--- config.mk ---
export PLATFORM = sky130hd
export DESIGN_NAME = pio_ram_emu_responder_flat
export DESIGN_NICKNAME = d
export VERILOG_FILES = /design/src/rtl/pio_ram_emu_responder_if.sv /design/src/rtl/pio_ram_emu_responder.sv /design/src/flat_wrapper.sv
export SDC_FILE = /design/constraint.sdc
export NUM_CORES = 2
export LEC_CHECK = 0
export CORE_MARGIN = 2
export CORE_UTILIZATION = 55
export DETAILED_ROUTE_END_ITERATION = 8
export PLACE_DENSITY_LB_ADDON = 0.25
export SYNTH_ARGS = -nofsm -noshare
export SYNTH_HDL_FRONTEND = slang
export SYNTH_SLANG_ARGS = --single-unit
--- constraint.sdc ---
create_clock -name clk -period 5.36 [get_ports clk]
set_input_delay 1.608 -clock clk [delete_from_list [all_inputs] [get_ports clk]]
set_output_delay 1.608 -clock clk [all_outputs]
set_load 0.02 [all_outputs]
--- src/rtl/pio_ram_emu_responder_if.sv ---
// Two-pin PIO RAM link between the initiator (master) and the RAM responder (slave).
interface pio_ram_emu_responder_if;
  logic [1:0] rx_pins;
  logic [1:0] tx_pins;
  logic       busy;
  logic       protocol_err;

  modport master (output rx_pins, input tx_pins, busy, protocol_err);
  modport slave  (input rx_pins, output tx_pins, busy, protocol_err);
endinterface

--- src/rtl/pio_ram_emu_responder.sv ---
// Responder end of the 2-pin PIO RAM link: decodes read/write frames into a word memory.
// Optional write acknowledge is built when PIO_RAM_EMU_WRITE_ACK_EN is defined.
module pio_ram_emu_responder #(
  parameter int ADDR_BITS  = 8,
  parameter int DATA_BITS  = 16,
  parameter int RESP_DELAY = 2
) (
  input logic                    clk,
  input logic                    rst_n,
  pio_ram_emu_responder_if.slave bus
);

  localparam int ADDR_SYMS = ADDR_BITS / 2;
  localparam int DATA_SYMS = DATA_BITS / 2;
  localparam int MAX_AD    = (ADDR_SYMS > DATA_SYMS) ? ADDR_SYMS : DATA_SYMS;
  localparam int CNT_MAX   = (MAX_AD > RESP_DELAY) ? MAX_AD : RESP_DELAY;
  localparam int CNT_W     = $clog2(CNT_MAX + 1);

  typedef logic [CNT_W-1:0] cnt_t;
  localparam cnt_t ADDR_LAST = cnt_t'(ADDR_SYMS - 1);
  localparam cnt_t DATA_LAST = cnt_t'(DATA_SYMS - 1);
  localparam cnt_t DATA_END  = cnt_t'(DATA_SYMS);
  localparam cnt_t DELAY_END = cnt_t'(RESP_DELAY);

  typedef enum logic [2:0] {S_IDLE, S_ADDR, S_WDATA, S_WAIT, S_RESP} state_t;

  state_t                 state_q, state_d;
  logic                   is_wr_q, is_wr_d;
  cnt_t                   cnt_q, cnt_d;
  logic [ADDR_BITS-1:0]   addr_q, addr_d;
  logic [DATA_BITS-1:0]   data_q, data_d;
  logic [1:0]             tx_q, tx_d;
  logic                   busy_q;
  logic                   err_q, err_d;
  logic                   mem_we;
  logic                   resp_done;
  logic [DATA_BITS-1:0]   data_shift;

  logic [DATA_BITS-1:0]   mem [0:(1<<ADDR_BITS)-1];

  assign data_shift = DATA_BITS'({data_q, bus.rx_pins});

  // NOTE: every output of this block gets a default first, so no path can infer a latch.
  always_comb begin
    state_d   = state_q;
    is_wr_d   = is_wr_q;
    cnt_d     = cnt_q;
    addr_d    = addr_q;
    data_d    = data_q;
    tx_d      = 2'b00;
    err_d     = err_q;
    mem_we    = 1'b0;
    resp_done = (cnt_q == DATA_END);
`ifdef PIO_RAM_EMU_WRITE_ACK_EN
    resp_done = resp_done | is_wr_q;
`endif

    case (state_q)
      S_IDLE: begin
        cnt_d = '0;
        case (bus.rx_pins)
          2'b01: begin state_d = S_ADDR; is_wr_d = 1'b0; end
          2'b10: begin state_d = S_ADDR; is_wr_d = 1'b1; end
          2'b11: err_d = 1'b1;
          default: ;
        endcase
      end

      S_ADDR: begin
        addr_d = ADDR_BITS'({addr_q, bus.rx_pins});
        if (cnt_q == ADDR_LAST) begin
          cnt_d   = '0;
          state_d = is_wr_q ? S_WDATA : S_WAIT;
        end else begin
          cnt_d = cnt_q + 1'b1;
        end
      end

      S_WDATA: begin
        data_d = data_shift;
        if (cnt_q == DATA_LAST) begin
          mem_we = 1'b1;
          cnt_d  = '0;
`ifdef PIO_RAM_EMU_WRITE_ACK_EN
          state_d = S_WAIT;
`else
          state_d = S_IDLE;
`endif
        end else begin
          cnt_d = cnt_q + 1'b1;
        end
      end

      // Half duplex: the initiator must stay quiet until the response is over.
      S_WAIT: begin
        if (bus.rx_pins != 2'b00) err_d = 1'b1;
        data_d = mem[addr_q];
        if (cnt_q == DELAY_END) begin
          cnt_d   = '0;
          state_d = S_RESP;
`ifdef PIO_RAM_EMU_WRITE_ACK_EN
          tx_d = is_wr_q ? 2'b10 : 2'b01;
`else
          tx_d = 2'b01;
`endif
        end else begin
          cnt_d = cnt_q + 1'b1;
        end
      end

      S_RESP: begin
        if (bus.rx_pins != 2'b00) err_d = 1'b1;
        if (resp_done) begin
          cnt_d   = '0;
          state_d = S_IDLE;
        end else begin
          tx_d   = data_q[DATA_BITS-1 -: 2];
          data_d = DATA_BITS'({data_q, 2'b00});
          cnt_d  = cnt_q + 1'b1;
        end
      end

      default: state_d = S_IDLE;
    endcase
  end

  // NOTE: sequential state uses non-blocking assignments so all registers update together.
  always_ff @(posedge clk) begin
    if (!rst_n) begin
      state_q <= S_IDLE;
      is_wr_q <= 1'b0;
      cnt_q   <= '0;
      addr_q  <= '0;
      data_q  <= '0;
      tx_q    <= 2'b00;
      busy_q  <= 1'b0;
      err_q   <= 1'b0;
    end else begin
      state_q <= state_d;
      is_wr_q <= is_wr_d;
      cnt_q   <= cnt_d;
      addr_q  <= addr_d;
      data_q  <= data_d;
      tx_q    <= tx_d;
      busy_q  <= (state_d != S_IDLE);
      err_q   <= err_d;
    end
  end

  // NOTE: the memory array is deliberately not reset so it maps onto block/distributed RAM.
  always_ff @(posedge clk) begin
    if (rst_n && mem_we) mem[addr_q] <= data_shift;
  end

  assign bus.tx_pins      = tx_q;
  assign bus.busy         = busy_q;
  assign bus.protocol_err = err_q;

endmodule

--- src/flat_wrapper.sv ---
// flat-port wrapper written by rule: the top's interface ports become plain ports
module pio_ram_emu_responder_flat 
#(
  parameter int ADDR_BITS  = 8,
  parameter int DATA_BITS  = 16,
  parameter int RESP_DELAY = 2
)
  (clk, rst_n, bus_rx_pins, bus_tx_pins, bus_busy, bus_protocol_err);
  pio_ram_emu_responder_if bus_i ();
  input logic clk;
  input logic rst_n;
  input wire logic [$bits(bus_i.rx_pins)-1:0] bus_rx_pins;
  output wire logic [$bits(bus_i.tx_pins)-1:0] bus_tx_pins;
  output wire logic [$bits(bus_i.busy)-1:0] bus_busy;
  output wire logic [$bits(bus_i.protocol_err)-1:0] bus_protocol_err;
  assign bus_i.rx_pins = bus_rx_pins;
  assign bus_tx_pins = bus_i.tx_pins;
  assign bus_busy = bus_i.busy;
  assign bus_protocol_err = bus_i.protocol_err;
  pio_ram_emu_responder #(.ADDR_BITS(ADDR_BITS), .DATA_BITS(DATA_BITS), .RESP_DELAY(RESP_DELAY)) u_core (.clk(clk), .rst_n(rst_n), .bus(bus_i));
endmodule
# Word-level counts from Yosys, hierarchy flattened
# Memory sizes are Yosys's and may differ from the RTL's. A register that Yosys moved wholly into a read port is not among the register bits.
# Cells that the tools add are included.
op_classes:
  add_sub_neg: 1
  n_eq_ne: 14
  muxes: 27
  n_reduce_logical: 13
op_table:
  columns: ["op", "count"]
  rows:
  - ["one-hot mux 16 bit (3 select lines)", 1]
  - ["one-hot mux 4 bit (5 select lines)", 1]
  - ["2-to-1 mux 16 bit", 1]
  - ["2-to-1 mux 4 bit", 4]
  - ["2-to-1 mux 8 bit", 2]
  - ["2-to-1 mux 3 bit", 5]
  - ["one-hot mux 3 bit (5 select lines)", 1]
  - ["equality test 4 x 2 -> 1 bit, second input constant", 2]
  - ["2-to-1 mux 1 bit", 8]
  - ["equality test 3 x 2 -> 1 bit, second input constant", 2]
  - ["nonzero test 2 bit", 3]
  - ["nonzero test 3 bit", 2]
  - ["nonzero test 5 bit", 1]
  - ["adder 4 x 1 -> 4 bit, second input constant", 1]
  - ["equality test 2 bit, second input constant", 2]
  - ["equality test 4 x 3 -> 1 bit, second input constant", 1]
  - ["equality test 4 bit, second input constant", 1]
  - ["!= test 2 bit, second input constant", 2]
  - ["one-hot mux 1 bit (2 select lines)", 2]
  - ["one-hot mux 2 bit (2 select lines)", 1]
  - ["AND reduction 2 bit", 2]
  - ["OR reduction 2 bit", 2]
  - ["equality test 3 x 1 -> 1 bit, second input constant", 1]
  - ["equality test 3 bit, second input constant", 1]
  - ["other kinds (6)", 6]
word_totals:
  ff_bits: 36
  mem_bits_rw: 4096
  out_inout_bits: 4
  n_memories: 1
  word_cells: 64
mem_list:
  columns: ["memory", "words", "word_bits", "rd", "rd_clocked_by_memory_dff", "write_ports", "line_no", "rtl"]
  rows:
  - ["u_core.mem", 256, 16, 1, 1, 1, "pio_ram_emu_responder.sv:39", "logic [DATA_BITS-1:0] mem [0:(1<<ADDR_BITS)-1];"]

# Logic depth before layout (Yosys ltp)
depth:
  word_depth: 6
  depth_mapped: 13

# Worst setup path before layout
# No wires, ideal clock.
synth_path:
  path_type: "reg-to-reg"
  start: "register u_core.data_q[11]"
  end: "register u_core.data_q[13]"
  arrival_time_ps: 4291
  synth_period_minus_slack_ps: 4391
  required_ps: 5260
  n_path_buf: 0
  stages_incl_launch_ff: 3
  slack_ps: 969
  setup_ps: 100
  path_cell_list: "dfxtp_1 > o311ai_0 > nor4_1"
synth_via:
  elab_chain_cells: 2
synth_rtl:
  columns: ["element", "line_no", "rtl"]
  rows:
  - ["start: declaration", "pio_ram_emu_responder.sv:31", "logic [DATA_BITS-1:0] data_q, data_d;"]
  - ["start signal: assignment", "pio_ram_emu_responder.sv:143", "data_q <= data_d;"]
  - ["2-to-1 mux 16 bit", "pio_ram_emu_responder.sv:113", "if (resp_done) begin"]
  - ["one-hot mux 16 bit (3 select lines) *", "pio_ram_emu_responder.sv:58", "case (state_q)"]
# Every way passes the cells marked *; elsewhere a longest branch is shown, timed or not. The select of a mux whose other input is x is not followed.
# A chain may end at the register's enable or synchronous reset.

==> run metrics <==
routed wire length per instance=36.8 um; total CTS buffers=402; CP endpoint=u_core.data_q[10]; Synth Area in Simple Gates=0.0236; top-count cell post-synth=edfxtp_1; actual slew at the worst max-slew pin=1.43 ns; FILL cells=19,078; total nets after synthesis=7,395; LEAKAGE=55.0 nW; compound-gate portion of the synthesized area=0.0263; Crit path arrival time=5.99 ns; Post-DP HPWL=264 mm; TritonCTS clock tree=built; worst hold slack=0.497 ns; io pins=8; RSZ-0062 raised after global routing=false; synth-to-layout area growth=13.0%; Final min period=5.18 ns; final wirelength=448 mm; Worst Clk Skew=0.0620 ns; I/O Buffers=7; Final Max Tran Viols=0; gr usage total=0.304; most used flip-flop cell after synthesis=edfxtp_1; Post-DRT Antenna Nets=0; CP max FO=39; Nets=7,945; XOR/XNOR Fraction of Synth Area=0; row count=197; post-synthesis async set-or-reset flop share=0; die width=543 um; clock latency on the worst-skew pair=0.94 ns; CP peak stage delay=1.16 ns; Cells after DPL=11,408; status=complete, no violations; Synth top area share=0.769; Initial DRC Count=14,082; Finished Layout Cells=12,165; Vias=82,941; mux cell area share after synthesis=0.157; EDFF count, synth=4,096; initial core utilization=0.554; die area=295,000 sq um; die height=543 um; Setup CP Type=reg -> reg; reg2reg path depth=9; Yosys reg bits=4,140; final worst-path cycle share=0.967; sequential area share after synthesis=0.775; Syn. warnings=0; Max Fclk=0.193 GHz; Worst VDD drop=0.000265 V; area of the core=289,000 sq um; unique cell type count in the Yosys netlist=77; setup bufs post-CTS=0; top cells by area, synth=edfxtp_1 (77%), mux4_2 (13%), mux2i_1 (2.2%); via/cell ratio=6.82; CTS clk-pin slew, worst paths=0.06 ns; final core utilization=0.626; vias in the first global route=80,196; Hold WC Path Type=reg -> reg; initial antenna violation count=28; Pwr Density=360 nW/um^2; CTS Hold Buffers Added=0; Max Cap Violations=0; layout cells sized above 1=0.275; DRC=0; r2r setup slk=0.18 ns; Synth area leader=edfxtp_1; largest family of logic cells by synthesized area=multiplexers; crit path launch type=flip-flop; Slew headroom=0.0437; Worst Hold Depth=2; first-pass GRT wire length=624 mm; Synth Cell Area=160,000 sq um; design area=181,000 sq um; critical path's slowest cell=dfxtp_4; grt ovf=0; crit path cell chain=buf_12 -> buf_4 -> mux2i_1 -> o221ai_1 -> a21oi_1 -> o21ai_1 -> nor4b_2 -> o41ai_1 -> o32ai_1; global placer's final weighted congestion=0.949; CTS root buf=clkbuf_16; Synth Area in Adders=0.000470; post_cts resized=0; Syn Area/Cell=21.6 sq um; Placed Area=168,000 sq um; Worst EP required=6.17 ns; Crit. End Element=flip-flop; Clock Sinks=4,140; largest net degree at the start of global routing=186; clk buf depth=4; final hold vios=0; final setup vio count=0; DR pass1 iterations=5; H-tree depth=5; Worst R2R End=u_core.data_q[10]; setup TNS=0 ns; Mapped Cells=7,385; Post-synth top cells=edfxtp_1 (4,096), mux4_2 (951), mux2i_1 (354)
-- state kept, by name, indices dropped and copies added (netlist names), named ones only --
name and cells:
u_core.addr_q 8, u_core.bus.busy 1, u_core.bus.protocol_err 1, u_core.bus.tx_pins 2
u_core.cnt_q 4, u_core.data_q 16, u_core.is_wr_q 1, u_core.mem 4096
u_core.state_q 3
-- per-stage QoR --
step	worst slack (ns)	total power, mW
4_1_cts	0.616	65.2
3_3_place_gp	0.187	37.9
2_1_floorplan	0.969	37.1
5_1_grt	0.316	66.5
6_report	0.178	65.0
3_5_place_dp	0.460	37.9
-- critical path, delay by kind of cell, from the launching register on --
family                 cells  cell delay, ns
AO/OA/AOI/OAI              5            1.78
buffers and inverters      2            0.91
flip-flops                 1            1.16
multiplexers               1            0.19
AND/OR/NAND/NOR            1            0.95
-- layout by cell type (no fill, tap or decap), types with 14 or more instances in the layout --
cell type,count
nor2b_1,23
clkbuf_16,406
dfxtp_4,20
buf_12,61
clkinv_1,97
dfxtp_1,23
nand4_1,15
diode_2,22
a21oi_1,95
a311oi_1,18
clkbuf_1,79
mux4_2,951
a22oi_1,64
bufinv_16,39
buf_4,504
nor4_1,14
o22ai_1,115
edfxtp_1,4096
and3_1,23
clkinvlp_4,20
a211oi_1,24
mux2i_1,354
o221ai_1,76
clkinv_2,67
nor2_2,114
mux2_2,18
nand2_1,281
nor2_1,224
nor3_1,43
a31oi_1,36
nand3_1,49
o21ai_0,54
-- logic make-up after synthesis --
family          count (synthesis)
simple gates                  866
buf+inv                       445
compound gates                605
mux                          1323
flops                        4140
fa+ha+maj                       6
-- worst min path at each step --
stage | start | to | slack (ns)
5_1_grt | u_core.is_wr_q | u_core.is_wr_q | 0.54
6_report | u_core.is_wr_q | u_core.is_wr_q | 0.50
3_5_place_dp | u_core.is_wr_q | u_core.is_wr_q | 0.49
2_1_floorplan | u_core.data_q[15] | u_core.bus.tx_pins[1] | 0.45
4_1_cts | u_core.is_wr_q | u_core.is_wr_q | 0.50
3_3_place_gp | u_core.is_wr_q | u_core.is_wr_q | 0.47
-- power breakdown --
group,total [mW],switching (mW),internal [mW],leakage (nW)
combinational,2.06,1.30,0.759,11.4
sequential,35.1,0.0559,35.1,37.4
clock,27.8,12.0,15.8,6.22
-- layout make-up --
| class | instances | area, sq um | share of cell area |
|---|---|---|---|
| antenna | 22 | 55.1 | 0.000305 |
| clock buffer | 488 | 10500 | 0.0581 |
| clock inverter | 244 | 2320 | 0.0129 |
| inverter | 15 | 73.8 | 0.000409 |
| multi-input combinational | 2800 | 33700 | 0.187 |
| sequential | 4140 | 124000 | 0.686 |
| tap | 3880 | 4850 | 0.0269 |
| timing repair buffer | 576 | 5110 | 0.0283 |
-- routing by layer --
metal  share of wire  vias up  GRT usage
li1                -    32190          -
met1            0.37    43672      0.434
met2            0.45     6060      0.442
met3            0.13      991     0.0871
met4           0.050       28      0.129
met5          0.0012        -          0
Power figures use the tool's default switching activity.
